==> src/rtl/hex_pkg.sv <==
// hex_pkg: shared types and helpers for the axial hex walkers
package hex_pkg;
  localparam int COORD_W = 32;
  typedef struct packed {
    logic signed [COORD_W-1:0] q;
    logic signed [COORD_W-1:0] r;
    logic signed [COORD_W-1:0] s;
  } hex_axial_t;
  typedef enum logic {IDLE, RUN} walker_state_e;
  function automatic logic [31:0] hex_range_count(input logic [31:0] n);
    return 32'd3 * n * (n + 32'd1) + 32'd1;
  endfunction
endpackage

==> src/rtl/hex_row_bounds.sv <==
// hex_row_bounds: dr range [lo, hi] of row dq inside a hex of radius n
module hex_row_bounds #(
  parameter int W = 18
) (
  input  logic signed [W-1:0] dq_i,
  input  logic signed [W-1:0] n_i,
  output logic signed [W-1:0] lo_o,
  output logic signed [W-1:0] hi_o
);
  logic signed [W-1:0] a, b;
  assign a = -dq_i - n_i;
  assign b = -dq_i + n_i;
  assign lo_o = (a > -n_i) ? a : -n_i;
  assign hi_o = (b < n_i) ? b : n_i;
endmodule

==> src/rtl/hex_range_walker.sv <==
// hex_range_walker: streams every axial hex within a clamped radius of a centre, one per accepted beat
module hex_range_walker
  import hex_pkg::*;
#(
  parameter int COORD_W    = 32,
  parameter int RADIUS_W   = 16,
  parameter int MAX_RADIUS = 1023
) (
  input  logic                      clk,
  input  logic                      reset,
  input  logic                      start,
  input  logic signed [COORD_W-1:0] center_q,
  input  logic signed [COORD_W-1:0] center_r,
  input  logic [RADIUS_W-1:0]       radius,
  input  logic                      abort,
  output logic                      busy,
  output logic                      out_valid,
  input  logic                      out_ready,
  output logic signed [COORD_W-1:0] out_q,
  output logic signed [COORD_W-1:0] out_r,
  output logic signed [COORD_W-1:0] out_s,
  output logic                      out_first,
  output logic                      out_last,
  output logic [31:0]               out_index,
  output logic                      done
);
  localparam int D = RADIUS_W + 2;
  walker_state_e state_q, state_d;
  logic signed [D-1:0] n_q, n_d, dq_q, dq_d, dr_q, dr_d, hi_q, hi_d;
  logic signed [D-1:0] n_in, dq_nx, dr_nx, lo_nx, hi_nx;
  logic signed [COORD_W-1:0] cq_q, cq_d, cr_q, cr_d, oq_q, oq_d, or_q, or_d, os_q, os_d;
  logic valid_q, valid_d, first_q, first_d, last_q, last_d, done_q, done_d, xfer, last_nx;
  logic [31:0] idx_q, idx_d;
  assign n_in = (32'(radius) > 32'(MAX_RADIUS)) ? D'(MAX_RADIUS) : D'(radius);
  assign xfer = valid_q && out_ready;
  // hi_q is the end of the current row; stepping past it moves to the next dq
  assign dq_nx = (dr_q == hi_q) ? dq_q + D'(1) : dq_q;
  assign dr_nx = (dr_q == hi_q) ? lo_nx : dr_q + D'(1);
  assign last_nx = (dq_nx == n_q) && (dr_nx == hi_nx);
  hex_row_bounds #(.W(D)) u_bounds (
    .dq_i(dq_nx),
    .n_i (n_q),
    .lo_o(lo_nx),
    .hi_o(hi_nx)
  );
  always_comb begin
    state_d = state_q;
    n_d     = n_q;
    dq_d    = dq_q;
    dr_d    = dr_q;
    hi_d    = hi_q;
    cq_d    = cq_q;
    cr_d    = cr_q;
    oq_d    = oq_q;
    or_d    = or_q;
    valid_d = valid_q;
    first_d = first_q;
    last_d  = last_q;
    idx_d   = idx_q;
    done_d  = 1'b0;
    if (state_q == IDLE) begin
      if (start) begin
        state_d = RUN;
        n_d     = n_in;
        dq_d    = -n_in;
        dr_d    = '0;
        hi_d    = n_in;
        cq_d    = center_q;
        cr_d    = center_r;
        oq_d    = center_q - COORD_W'(n_in);
        or_d    = center_r;
        valid_d = 1'b1;
        first_d = 1'b1;
        last_d  = (n_in == '0);
        idx_d   = '0;
      end
    end else if (abort) begin
      state_d = IDLE;
      valid_d = 1'b0;
    end else if (xfer) begin
      if (last_q) begin
        state_d = IDLE;
        valid_d = 1'b0;
        done_d  = 1'b1;
      end else begin
        dq_d    = dq_nx;
        dr_d    = dr_nx;
        hi_d    = hi_nx;
        oq_d    = cq_q + COORD_W'(dq_nx);
        or_d    = cr_q + COORD_W'(dr_nx);
        first_d = 1'b0;
        last_d  = last_nx;
        idx_d   = idx_q + 32'd1;
      end
    end
    os_d = -oq_d - or_d;
  end
  always_ff @(posedge clk or posedge reset) begin
    if (reset) begin
      state_q <= IDLE;
      n_q     <= '0;
      dq_q    <= '0;
      dr_q    <= '0;
      hi_q    <= '0;
      cq_q    <= '0;
      cr_q    <= '0;
      oq_q    <= '0;
      or_q    <= '0;
      os_q    <= '0;
      valid_q <= 1'b0;
      first_q <= 1'b0;
      last_q  <= 1'b0;
      idx_q   <= '0;
      done_q  <= 1'b0;
    end else begin
      state_q <= state_d;
      n_q     <= n_d;
      dq_q    <= dq_d;
      dr_q    <= dr_d;
      hi_q    <= hi_d;
      cq_q    <= cq_d;
      cr_q    <= cr_d;
      oq_q    <= oq_d;
      or_q    <= or_d;
      os_q    <= os_d;
      valid_q <= valid_d;
      first_q <= first_d;
      last_q  <= last_d;
      idx_q   <= idx_d;
      done_q  <= done_d;
    end
  end
  assign busy      = (state_q == RUN);
  assign out_valid = valid_q;
  assign out_q     = oq_q;
  assign out_r     = or_q;
  assign out_s     = os_q;
  assign out_first = first_q;
  assign out_last  = last_q;
  assign out_index = idx_q;
  assign done      = done_q;
endmodule

==> config.mk <==
export PLATFORM = sky130hd
export DESIGN_NAME = hex_range_walker
export DESIGN_NICKNAME = d
export VERILOG_FILES = /design/src/rtl/hex_pkg.sv /design/src/rtl/hex_row_bounds.sv /design/src/rtl/hex_range_walker.sv
export SDC_FILE = /design/constraint.sdc
export NUM_CORES = 1
export LEC_CHECK = 0
export BUFFER_PORTS_ARGS = -buffer_cell sky130_fd_sc_hd__buf_2
export CELL_PAD_IN_SITES_DETAIL_PLACEMENT = 1
export CELL_PAD_IN_SITES_GLOBAL_PLACEMENT = 1
export CORE_ASPECT_RATIO = 1.4
export CORE_MARGIN = 4
export CORE_UTILIZATION = 50
export DETAILED_ROUTE_END_ITERATION = 8
export GPL_TIMING_DRIVEN = 0
export PLACE_DENSITY_LB_ADDON = 0.1
export SLEW_MARGIN = 40
export SYNTH_ARGS = -nofsm -noshare
export SYNTH_HDL_FRONTEND = slang
export SYNTH_SLANG_ARGS = --single-unit
==> constraint.sdc <==
create_clock -name clk -period 24.9 [get_ports clk]
set_clock_uncertainty 0.2 [all_clocks]
set_input_delay 1.245 -clock clk [delete_from_list [all_inputs] [get_ports clk]]
set_output_delay 1.245 -clock clk [all_outputs]
set_load 0.1 [all_outputs]
# Yosys cells after proc, flatten, opt, wreduce, memory -nomap -nowiden
# Cells that the tools add are included.
[totals]
inputBits = 85
reg_bits = 269
out_inout_bits = 133
[op_classes]
add_sub_neg = 13
order_cmp = 3
reduce_logical = 8
n_eq_ne = 8
bitwise_logic = 1
mux = 58
[op_table]
columns = ["operator", "count"]
rows = [
  ["two-way mux 32 bit", 15],
  ["two-way mux 18 bit", 19],
  ["adder 32 x 18 -> 32 bit", 2],
  ["== test 18 bit", 3],
  ["adder 18 x 2 -> 18 bit, second input constant", 2],
  ["negation 18 bit", 2],
  ["adder 32 x 1 -> 32 bit, second input constant", 1],
  ["negation 32 bit", 1],
  ["subtractor 32 x 17 -> 32 bit", 1],
  ["subtractor 32 bit", 1],
  ["two-way mux 1 bit", 23],
  ["adder 18 bit", 1],
  ["> comparator 18 bit", 1],
  ["zero test 18 bit", 1],
  ["less-than comparator 18 bit", 1],
  ["negation 16 -> 18 bit", 1],
  ["subtractor 18 bit", 1],
  ["> comparator 16 x 10 -> 1 bit, second input constant", 1],
  ["two-way mux 16 bit", 1],
  ["inequality test 3 x 2 -> 1 bit, second input constant", 2],
  ["AND reduction 3 bit", 2],
  ["inequality test 2 bit, second input constant", 2],
  ["AND reduction 4 bit", 1],
  ["logical AND 1 bit", 2],
  ["4 further kinds", 4],
]

# Logic depth before layout (Yosys ltp)
[logic_depth]
depth_word = 13
depth_mapped = 68
mapped_depth_nobuf = 61

# Cells and area by module
# A second synthesis with hierarchy kept.
[unflattened]
hier_cells = 2769
area_unflattened_um2 = 22751.8
[modules_own_cells]
columns = ["module", "cells_each", "seq_area_each_um2", "area_per_inst_um2", "n_inst"]
rows = [
  ["hex_range_walker", 2291, 6681.4, 19180.9, 1],
  ["hex_row_bounds", 478, 0.0, 3570.9, 1],
]

# Worst setup path before layout
# OpenSTA, ideal clock, no wires.
[synth_timing]
path_type = "reg-to-reg"
from = "register dr_q[0]"
to = "register os_q[31] (netlist: out_s[31])"
n_path_buf = 6
arrival_time_ns = 11.792
stages_incl_launch_ff = 66
path_slack_ns = 12.828
period_less_slack_ns = 12.072
cell_sequence = "dfrtp_1 xor2_1 nor4_2 nand3_2 buf_6 nor2_1 clkbuf_1 clkbuf_1 buf_2 xnor2_1 ha_1 nand3_1 xnor2_1 ha_1 buf_2 o21a_1 o31a_1 o211ai_1 [30 not listed] xnor2_1 nor2_1 a21oi_1 a21o_1 ha_1 ha_1 nor2b_1 o21ai_0 nand2_1 nand2_1 o21ai_0 a211oi_1 o211ai_1 and3b_1 a311oi_1 xor2_1 xnor2_1 xnor2_1"
[synth_via]
elab_chain_cells = 13
[synth_lines]
columns = ["element", "line_no", "source"]
rows = [
  ["start: declaration", "hex_range_walker.sv:29", "logic signed [D-1:0] n_q, n_d, dq_q, dq_d, dr_q, dr_d, hi_q, hi_d;"],
  ["start signal: assignment", "hex_range_walker.sv:119", "dr_q <= dr_d;"],
  ["== test 18 bit", "hex_range_walker.sv:37, hex_range_walker.sv:38", ""],
  ["two-way mux 18 bit", "hex_range_walker.sv:37", "assign dq_nx = (dr_q == hi_q) ? dq_q + D'(1) : dq_q;"],
  ["negation 18 bit", "hex_row_bounds.sv:11", "assign a = -dq_i - n_i;"],
  ["subtractor 18 bit", "hex_row_bounds.sv:11", ""],
  ["> comparator 18 bit", "hex_row_bounds.sv:13", "assign lo_o = (a > -n_i) ? a : -n_i;"],
  ["two-way mux 18 bit", "hex_row_bounds.sv:13", ""],
  ["two-way mux 18 bit", "hex_range_walker.sv:38", "assign dr_nx = (dr_q == hi_q) ? lo_nx : dr_q + D'(1);"],
  ["adder 32 x 18 -> 32 bit", "hex_range_walker.sv:90", "or_d = cr_q + COORD_W'(dr_nx);"],
  ["two-way mux 32 bit", "hex_range_walker.sv:81", "if (last_q) begin"],
  ["two-way mux 32 bit", "hex_range_walker.sv:80", "end else if (xfer) begin"],
  ["two-way mux 32 bit", "hex_range_walker.sv:77", "end else if (abort) begin"],
  ["two-way mux 32 bit", "hex_range_walker.sv:61", "if (state_q == IDLE) begin"],
  ["subtractor 32 bit *", "hex_range_walker.sv:96", "os_d = -oq_d - or_d;"],
  ["net os_d[31]", "hex_range_walker.sv:31", "logic signed [COORD_W-1:0] cq_q, cq_d, cr_q, cr_d, oq_q, oq_d, or_q, or_d, os_q, os_d;"],
  ["end signal: assignment", "hex_range_walker.sv:125", "os_q <= os_d;"],
  ["end: declaration", "hex_range_walker.sv:31", ""],
]
# The timed path passes the listed nets; every way through them passes the cells marked *.
# A chain may end at the register's enable or synchronous reset.

# Final worst setup path
# Ends and elaborated chain as after synthesis.

==> out/metrics.csv <==
stage;metric;value;unit
clock_network;CTS tree;built;
layout;final instance area;0.0255;mm2
timing;Final Setup Violations;0;
placed_design;placer congestion estimate;0.989;
routing;Detail Route Antenna Nets;0;
timing;Max Slew Vio Count;0;
die;FP Rows;91;
placed_design;Area after DPL;0.0245;mm2
setup_path;crit path max fanout;10;
setup_path;CP endpoint;out_s[31];
synthesis;Yosys cell types;94;
synthesis;Ys Warns;0;
synthesis;Synth Instances;2757;
clock_network;CTS root buf;clkbuf_16;
routing;Remaining DRCs;0;
synthesis;mapped cell area;0.0225;mm2
grt;first-pass GRT wire length;145;mm
timing;Setup TNS;0;ps
setup_path;Crit path required time;25200;ps
placed_design;IO Port Bufs;217;
setup_path;crit start category;register;
synthesis;Synth Flop Type;dfrtp_1;
synthesis;Async S/R FF share, synth;100;%
grt;vias in the first global route;24500;
routing;WL final;96.8;mm
clock_network;depth of the CTS H-tree;1;
power;leakage power total;12.3;nW
placed_design;placed insts;3544;
timing;crit path time final;17140;ps
synthesis;Yosys top cell area share;29.7;%
layout;most frequent cells in the layout;nand2_1 (396), dfrtp_1 (267), buf_2 (229), nor2_1 (229), ha_1 (210);
synthesis;area leader, netlist;dfrtp_1;
clock_network;CTS clock-pin slew for the worst setup and hold paths;70;ps
synthesis;Synth area leaders;dfrtp_1 (30%), ha_1 (12%), xnor2_1 (6.8%);
grt;largest net degree at the start of global routing;80;
setup_path;critical path class;reg -> reg;
routing;via count;22600;
layout;area delta synth->final;13.2;%
die;IO Pins;218;
grt;antenna violations before repair;3;
setup_path;worst r2r src;dr_q[0];
power;Overall Power;3.50;mW
setup_path;CP peak stage delay;590;ps
timing;fmax;58.3;MHz
setup_path;RR Endpoint;out_s[31];
timing;Final Hold Vio Count;0;
power;maximum vdd drop;0.174;mV
clock_network;Worst-Skew Late Latency;590;ps
die;Die W;187;um
routing;drt first pass iters;5;
clock_network;clk buf depth;3;
status;run status;finished clean;
clock_network;CTS sink cnt;267;
timing;Tightest Pin Transition;920;ps
clock_network;Resized Gates After CTS;0;
job;MaxCap Viol Count;0;
layout;commonest non-fill, non-tap cell in the layout;nand2_1;
setup_path;reg2reg path depth;63;
grt;GRT Residual Overflow;0;
grt;total routing usage reported by global routing;38.7;%
timing;Slew HR;38.7;%
timing;crit share post-route;68.8;%
timing;RSZ-0062 raised after global routing;false;
placed_design;HPWL after DPL;78.2;mm
die;die outline height;259;um
die;die area;0.0485;mm2
timing;fin worst setup slack;7760;ps
clock_network;# Post-CTS Setup Buffers;0;
placed_design;worst slack, placed;8300;ps
clock_network;hold-fix buffers at CTS;0;
layout;fin nets;3318;
setup_path;Worst Setup End Kind;register;
synthesis;Synth Area per Inst;8.17;um2
die;area of the core;0.0443;mm2
routing;vias per cell;6.29;
die;Initial Util;50.8;%
synthesis;sequential fraction of the synthesis area;29.7;%
synthesis;Yosys reg bits;267;
layout;fin cells;3600;
setup_path;Crit-path slowest cell;a311oi_1;
clock_network;total CTS buffers;30;
hold_path;worst hold path type;reg -> reg;
layout;share of layout cells above drive strength 1;11.7;%
routing;Iter 0 DRT Violations;1292;
setup_path;Worst EP arrival;17440;ps
setup_path;FF-to-FF setup slack;7760;ps
synthesis;EDFF count, synth;0;
routing;average wire per standard cell;26.9;um
power;PwrDens;137;mW/mm2
setup_path;crit path from;dr_q[0];
## Yosys cell counts, types with 6 or more instances
master	instances
o21a_1	40
nand3_1	86
clkbuf_1	91
o31ai_1	12
and3_1	28
nor4_1	18
a21boi_0	6
nand2b_1	28
nor2_1	229
mux2i_1	45
a21oi_1	180
or3_1	20
buf_2	10
o22ai_1	6
or4_1	9
a21o_1	66
xnor2_1	174
nand4_1	31
mux2_2	8
buf_1	21
nor2b_1	46
xor2_1	102
nor3_1	69
a31oi_1	16
and2_1	10
ha_1	210
o21ai_0	153
nand2_1	396
inv_1	139
a211oi_1	36
a221oi_1	6
a221o_1	9
dfrtp_1	267
o21bai_1	28
o221ai_1	10
o211ai_1	23
## critical path, delay by kind of cell (launching register included)
kind            cells  cell delay (ps)
compound gates     25             6140
xor+xnor            8             2290
fa+ha+maj           7             2290
buf+inv             7             2160
flops               1              500
simple gates       16             3420
## cell families after synthesis
kind of cell | Yosys count | share of synthesized area, %
compound gates | 655 | 18.9
xor+xnor | 280 | 11.1
fa+ha+maj | 215 | 12.1
buf+inv | 270 | 4.71
flops | 267 | 29.7
mux | 53 | 2.40
other cells | 1 | 0.0167
simple gates | 1016 | 21.1
## sequential cells by signal, summed over array words and instances, names as in the netlist, 18 cells and up
| register | count |
|---|---|
| out_s | 32 |
| cq_q | 32 |
| out_r | 32 |
| out_q | 32 |
| dr_q | 18 |
| cr_q | 32 |
| hi_q | 18 |
| out_index | 32 |
| dq_q | 18 |
## layout make-up
cell class                      count  area, um2
Fill cell                        5483      18800
Multi-Input combinational cell   2225      14800
Sequential cell                   267       6680
Timing Repair Buffer              224       1200
Clock buffer                       37        838
Tap cell                          558        698
Inverter                          143        544
Buffer                            127        536
Clock inverter                     17        184
Antenna cell                        2       5.00
## worst min-delay path by stage
stage	from	to	slack, ps	cells past startpoint
final	cq_q[3]	cq_q[3]	290	2
after global routing	cq_q[4]	cq_q[4]	320	2
after CTS	cq_q[3]	cq_q[3]	290	2
after detailed placement	cq_q[3]	cq_q[3]	270	2
after global placement	cr_q[8]	cr_q[8]	270	2
after floorplan	cr_q[31]	cr_q[31]	250	2
## metrics by stage
step / hold WS [ps] / util (%)
after detailed placement: 271 / 55.2
final: 291 / 57.6
after global placement: 267 / 54.9
after CTS: 290 / 57.5
after floorplan: 248 / -
after global routing: 316 / 57.5
## per-layer routing
| metal | share of wire [%] | global-route usage, % | up-vias |
|---|---|---|---|
| met1 | 35 | 40.0 | 11200 |
| met2 | 50 | 71.0 | 900 |
| met5 | 0.028 | 0 | - |
| met4 | 9.7 | 29.7 | 4 |
| met3 | 5.1 | 4.96 | 386 |
| li1 | - | - | 10200 |
## report_power, final
group	internal, mW	switching (mW)
sequential	0.555	0.0974
combinational	0.692	1.68
clock	0.270	0.203
total	1.52	1.98
Power figures use the tool's default switching activity.
